[src/rtl/rps_match_sequencer.sv]
// Best-of-N Rock-Paper-Scissors match controller: per-round choice wait, lock-in
// countdown, computer-choice lock pulse, scoring, result display and match end.
module rps_match_sequencer #(
  parameter int WIN_TARGET       = 3,
  parameter int COUNTDOWN_CYCLES = 4,
  parameter int SHOW_CYCLES      = 8
) (
  input  logic       clock,
  input  logic       reset,
  input  logic       start,
  input  logic [1:0] player_choice,
  input  logic [1:0] computer_choice,
  output logic       stop_signal,
  output logic       clear_choice,
  output logic       win_led,
  output logic       lose_led,
  output logic       tie_led,
  output logic [2:0] player_score,
  output logic [2:0] computer_score,
  output logic       match_over,
  output logic       match_winner
);

  localparam int CW = (COUNTDOWN_CYCLES > 1) ? $clog2(COUNTDOWN_CYCLES) : 1;
  localparam int SW = (SHOW_CYCLES > 1) ? $clog2(SHOW_CYCLES) : 1;
  localparam logic [CW-1:0] CD_LOAD   = CW'(COUNTDOWN_CYCLES - 1);
  localparam logic [SW-1:0] SHOW_LOAD = SW'(SHOW_CYCLES - 1);
  localparam logic [2:0]    TARGET    = 3'(WIN_TARGET);

  typedef enum logic [2:0] {
    IDLE, WAIT_CHOICE, COUNTDOWN, LOCK, EVAL, SHOW, DONE
  } state_t;

  state_t        state_reg, state_next;
  logic [CW-1:0] cd_reg, cd_next;
  logic [SW-1:0] show_reg, show_next;
  logic [1:0]    p_lock_reg, p_lock_next;
  logic [2:0]    leds_reg, leds_next;  // {win, lose, tie}
  logic [2:0]    ps_reg, ps_next;
  logic [2:0]    cs_reg, cs_next;
  logic          stop_reg, stop_next;
  logic          clear_reg, clear_next;
  logic          over_reg, over_next;
  logic          winner_reg, winner_next;

  logic player_wins;
  logic round_tie;

  assign round_tie   = (p_lock_reg == computer_choice);
  assign player_wins = (p_lock_reg == 2'b01 && computer_choice == 2'b11) ||
                       (p_lock_reg == 2'b10 && computer_choice == 2'b01) ||
                       (p_lock_reg == 2'b11 && computer_choice == 2'b10);

  always_comb begin
    state_next  = state_reg;
    cd_next     = cd_reg;
    show_next   = show_reg;
    p_lock_next = p_lock_reg;
    leds_next   = leds_reg;
    ps_next     = ps_reg;
    cs_next     = cs_reg;

    case (state_reg)
      IDLE: begin
        leds_next = 3'b000;
        if (start) begin
          ps_next    = 3'd0;
          cs_next    = 3'd0;
          state_next = WAIT_CHOICE;
        end
      end
      WAIT_CHOICE: begin
        leds_next = 3'b000;
        if (player_choice != 2'b00) begin
          cd_next    = CD_LOAD;
          state_next = COUNTDOWN;
        end
      end
      COUNTDOWN: begin
        // A drop back to "none" beats the counter reaching zero.
        if (player_choice == 2'b00) begin
          state_next = WAIT_CHOICE;
        end else if (cd_reg == '0) begin
          p_lock_next = player_choice;
          state_next  = LOCK;
        end else begin
          cd_next = cd_reg - CW'(1);
        end
      end
      LOCK: begin
        state_next = EVAL;
      end
      EVAL: begin
        // Computer choice not ready yet: retry the lock pulse.
        if (computer_choice == 2'b00) begin
          state_next = LOCK;
        end else begin
          if (round_tie) begin
            leds_next = 3'b001;
          end else if (player_wins) begin
            leds_next = 3'b100;
            ps_next   = ps_reg + 3'd1;
          end else begin
            leds_next = 3'b010;
            cs_next   = cs_reg + 3'd1;
          end
          show_next  = SHOW_LOAD;
          state_next = SHOW;
        end
      end
      SHOW: begin
        if (show_reg == '0) begin
          leds_next  = 3'b000;
          state_next = (ps_reg == TARGET || cs_reg == TARGET) ? DONE : WAIT_CHOICE;
        end else begin
          show_next = show_reg - SW'(1);
        end
      end
      DONE: begin
        leds_next = 3'b000;
        if (start) begin
          ps_next    = 3'd0;
          cs_next    = 3'd0;
          state_next = WAIT_CHOICE;
        end
      end
      default: begin
        leds_next  = 3'b000;
        state_next = IDLE;
      end
    endcase

    // Pulses and flags are registered from the upcoming state so they align with it.
    stop_next   = (state_next == LOCK);
    clear_next  = (state_next == SHOW) && (show_next == '0);
    over_next   = (state_next == DONE);
    winner_next = (state_next == DONE) && (ps_next == TARGET);
  end

  always_ff @(posedge clock) begin
    if (reset) begin
      state_reg  <= IDLE;
      cd_reg     <= '0;
      show_reg   <= '0;
      p_lock_reg <= 2'b00;
      leds_reg   <= 3'b000;
      ps_reg     <= 3'd0;
      cs_reg     <= 3'd0;
      stop_reg   <= 1'b0;
      clear_reg  <= 1'b0;
      over_reg   <= 1'b0;
      winner_reg <= 1'b0;
    end else begin
      state_reg  <= state_next;
      cd_reg     <= cd_next;
      show_reg   <= show_next;
      p_lock_reg <= p_lock_next;
      leds_reg   <= leds_next;
      ps_reg     <= ps_next;
      cs_reg     <= cs_next;
      stop_reg   <= stop_next;
      clear_reg  <= clear_next;
      over_reg   <= over_next;
      winner_reg <= winner_next;
    end
  end

  assign stop_signal    = stop_reg;
  assign clear_choice   = clear_reg;
  assign win_led        = leds_reg[2];
  assign lose_led       = leds_reg[1];
  assign tie_led        = leds_reg[0];
  assign player_score   = ps_reg;
  assign computer_score = cs_reg;
  assign match_over     = over_reg;
  assign match_winner   = winner_reg;

endmodule

[config.mk]
export PLATFORM = sky130hd
export DESIGN_NAME = rps_match_sequencer
export DESIGN_NICKNAME = d
export VERILOG_FILES = /design/src/rtl/rps_match_sequencer.sv
export SDC_FILE = /design/constraint.sdc
export NUM_CORES = 1
export LEC_CHECK = 0
export BUFFER_PORTS_ARGS = -buffer_cell sky130_fd_sc_hd__buf_2
export CORE_UTILIZATION = 50
export CTS_BUF_LIST = sky130_fd_sc_hd__clkbuf_16
export CTS_CLUSTER_SIZE = 30
export DETAILED_ROUTE_END_ITERATION = 16
export GPL_ROUTABILITY_DRIVEN = 1
export HOLD_SLACK_MARGIN = 0.12
export PLACE_DENSITY = 0.74
export SLEW_MARGIN = 30
export SYNTH_ARGS = -nofsm -noshare
export SYNTH_HDL_FRONTEND = slang
export SYNTH_SLANG_ARGS = --single-unit
[constraint.sdc]
create_clock -name clock -period 1.7 [get_ports clock]
set_input_delay 0.51 -clock clock [delete_from_list [all_inputs] [get_ports clock]]
set_output_delay 0.51 -clock clock [all_outputs]
set_load 0.01 [all_outputs]
==> results.md <==
- The number of buffers inserted by post-CTS setup repair is 0.
- Counting stages on the worst path, the most repeated cell is ha_1.
- The number of buffers added on ports is 19.
- Summing all multi-input logic gate instances after layout gives 888 um2.
- In this run the worst hold path is classified as flop to flop.
- The vias per cell is 5.79.
- IR analysis of the VDD net gives a maximum drop of 0.000691 V.
- The boundary pin count is 20.
- The post-synthesis cell count is 155.
- The worst setup timing slack at the placement stage is -0.0836 ns.
- The width of the die is 54.5 um.
- Across the whole layout, storage elements account for 462 um2.
- The total power consumption of the routed design is 1.53 mW.
- The HPWL after detailed placement is 2390 um.
- For this configuration, the core starts out at a cell density of 54.1%.
- The class of the most critical setup path is flop to flop.
- The switching power is 0.448 mW.
- In this run the core area contains 18 standard-cell rows.
- In this run the cell area measured after placement is 1600 um2.
- The number of cells on the worst hold path is 2.
- In this run the remaining antenna-violating nets after routing total 0.
- The die covers 2970 um2.
- The switching part of the total is 29.3%.
- The hold violation count in the final report is 0.
- The floorplan core area is 2540 um2.
- The finished cells cover 1740 um2.
- The kind of start point of the critical path is a flop.
- The clock network fraction of total power is 33.3%.
- Global routing used 2.78% of the available met3 tracks.
- After the first detailed-routing iteration, the DRC count stood at 27.
- The overall track demand over capacity in global routing is 24.0%.
- Summed over all layers, the routed wires come to 3260 um.
- The pin count of the biggest net entering global routing is 19.
- After global routing the overflow that remains totals 0.
- Along the worst path, the maximum fanout reaches 3.
- The detail-routed net length per standard cell is 14.9 um.
- The flow ran to the end, and the final reports show no timing, DRC or antenna violations.
- The net count after synthesis is 169.
- Walking the worst path, the cells encountered are ha_1 > ha_1 > nor2_2 > a21o_1 > o211a_1 > nand4_1 > nor3b_2.
- For this design, the slowest cell found on the critical path is dfxtp_1.
- In this run the cell area of the synthesized design comes to 1380 um2.
- The total of warnings raised by yosys is 0.
- The number of optimization iterations in the first detailed-route pass is 4.
- The final routed DRC violation total is 0.
- STA puts the critical path data required time at 1.88 ns.
- For this design the static power due to leakage is 0.758 nW.
- The share of total power dissipated in sequential elements is 39.3%.
- The met1 track utilization from global routing is 28.9%.
- The number of nets in the final layout is 204.
- Cell internal power was estimated by the tool at 1.08 mW.
- Measured on the finished design, the core utilization comes to 68.5%.
- Clock tree synthesis found a total of 23 sinks.
- The floorplan step set the die height to 54.5 um.
- The library cells used most frequently in the layout, excluding fill and tap cells, are nor2_1 (22), dfxtp_1 (22), buf_4 (20).
- Clock-pin slew was measured on the worst setup and hold paths at 0.06 ns.
- The depth of the most critical reg-to-reg path is 7.
- The worst path needs 1.65 ns of the cycle, external delays included.
- In the synthesized netlist the dominant register cell turns out to be dfxtp_1.
- The clock skew after layout is 0.00238 ns.
- The power density over cell area is 877 nW/um2.
- The initial antenna violation count came to 0.
- Of the synthesized area, sequential elements account for 33.4%.
- The max-cap violation count is 0.
- The max-slew violation total from the final report is 0.
- The kind of end point of the critical path is a flop.
- The placer's final routability congestion estimate is 0.764.
- The remaining max-slew budget at the tightest pin is 81.9%.
- The CTS tree is done.
- The routed layout has 1,269 vias.
- The number of distinct library cells after synthesis is 53.
- The TritonCTS buffer count is 3.
- The number of enable-type register cells in the synthesized netlist is 0.
- 0 antenna diodes ended up in the layout.
- In this run, synthesis produced a sequential element count of 23.
- In this run the most used layer during global routing was met2.
- The number of global-route vias before repair is 1,195.
- The average cell area after synthesis is 8.89 um2.
- For the pin with the worst max-slew slack, the measured transition is 0.272 ns.
- The first-pass GRT wire length is 5090 um.
- No sink is reached through more buffers than the 2 on the longest clock path.
- Data arrives at the worst endpoint at 1.83 ns.
- In this design, the stage delay of the slowest critical-path cell is 0.32 ns.
- The clock latency reported for the late side of the worst-skew pair is 0.26 ns.
- CTS built an H-tree with a depth of 1.
- The clock root buffer master is clkbuf_16.
- For met2 alone, demand over resource in global routing was 42.5%.
- The final worst-path setup slack is 0.0520 ns.
- The share of synthesized registers carrying an async set or reset is 0%.
- The combinational cell fraction of total power is 27.4%.
- The synthesis-to-finish area growth is 26.5%.
- The final critical path takes up 96.9% of the cycle.
- The fraction of layout instances using a drive strength above 1 is 34.9%.
- After filler insertion, the fill cell instance count of the layout stands at 208.
- The maximum clock frequency is 607 MHz.
- The final-report setup violation count is 0.
-- what timing repair did --
action,4_1_cts,5_1_grt
resized for setup,1,13
hold buffers,0,0
pin swaps,0,6
setup endpoints to repair,1,3
-- cell type report --
| cell class | instances | area share [%] |
|---|---|---|
| Multi-Input combinational cell | 115 | 51.0 |
| Sequential cell | 23 | 26.5 |
| Timing Repair Buffer | 39 | 14.1 |
| Clock buffer | 3 | 4.31 |
| Tap cell | 30 | 2.15 |
| Inverter | 8 | 1.72 |
| Clock inverter | 1 | 0.287 |
-- cell families (layout without fill, tap and decap cells) --
family	Yosys count	after routing	synth area share, %
compound gates	31	31	17.0
xor+xnor	4	4	2.54
fa+ha+maj	7	7	6.36
buf+inv	17	51	6.63
flops	23	23	33.4
mux	5	5	4.36
simple gates	68	68	29.7
-- cells in the mapped netlist, drive strengths merged, types with 2 or more instances --
cell type / number / share of area, %
nor2: 25 / 8.2
dfxtp: 23 / 33
buf: 8 / 4.2
inv: 8 / 2.2
a21oi: 7 / 2.8
ha: 7 / 6.4
nand2: 7 / 1.9
nor2b: 7 / 3.2
o21ai: 7 / 3.4
nand2b: 5 / 2.8
nand3: 5 / 2.7
mux2i: 3 / 2.2
nand4b: 3 / 1.9
nor3: 3 / 1.1
nor3b: 3 / 2.0
xnor2: 3 / 1.9
a21o: 2 / 1.6
and3: 2 / 0.91
mux2: 2 / 2.2
o211a: 2 / 1.5
o21bai: 2 / 1.1
-- path summary, 6_finish.rpt --
check,start,to,slack [ns]
worst max-delay path,player_score[0],clear_choice,0.05
worst min-delay path,leds_reg[2],leds_reg[2],0.47
worst max register to register,player_score[0],clear_choice,0.05
worst min register to register,leds_reg[2],leds_reg[2],0.47
-- stage by stage --
step                      hold slack (ns)  std cells  setup TNS, ns
after floorplan                     0.476        155              0
after global placement              0.444        215              0
after detailed placement            0.462        215         -0.156
after CTS                           0.472        219              0
after global routing                0.479        219        -0.0721
final                               0.470        219              0
-- worst max-delay path, delay by kind of cell, from the launching register on --
kind,cells,cell delay [ns]
fa+ha+maj,2,0.40
simple gates,3,0.43
flops,1,0.32
compound gates,2,0.42
-- layer usage --
layer	wire [um]	share of wire [%]
met1	1400	43
met4	73	2.2
met5	0	0
met2	1690	52
met3	98	3.0
-- power by group through the flow --
stage	Combinational (mW)	Sequential [mW]	Clock [mW]
after floorplan	0.276	0.602	0
after global placement	0.366	0.607	0
after detailed placement	0.377	0.611	0
after CTS	0.382	0.598	0.521
after global routing	0.458	0.604	0.540
final	0.418	0.600	0.509
(Power assumes the default switching activity.)
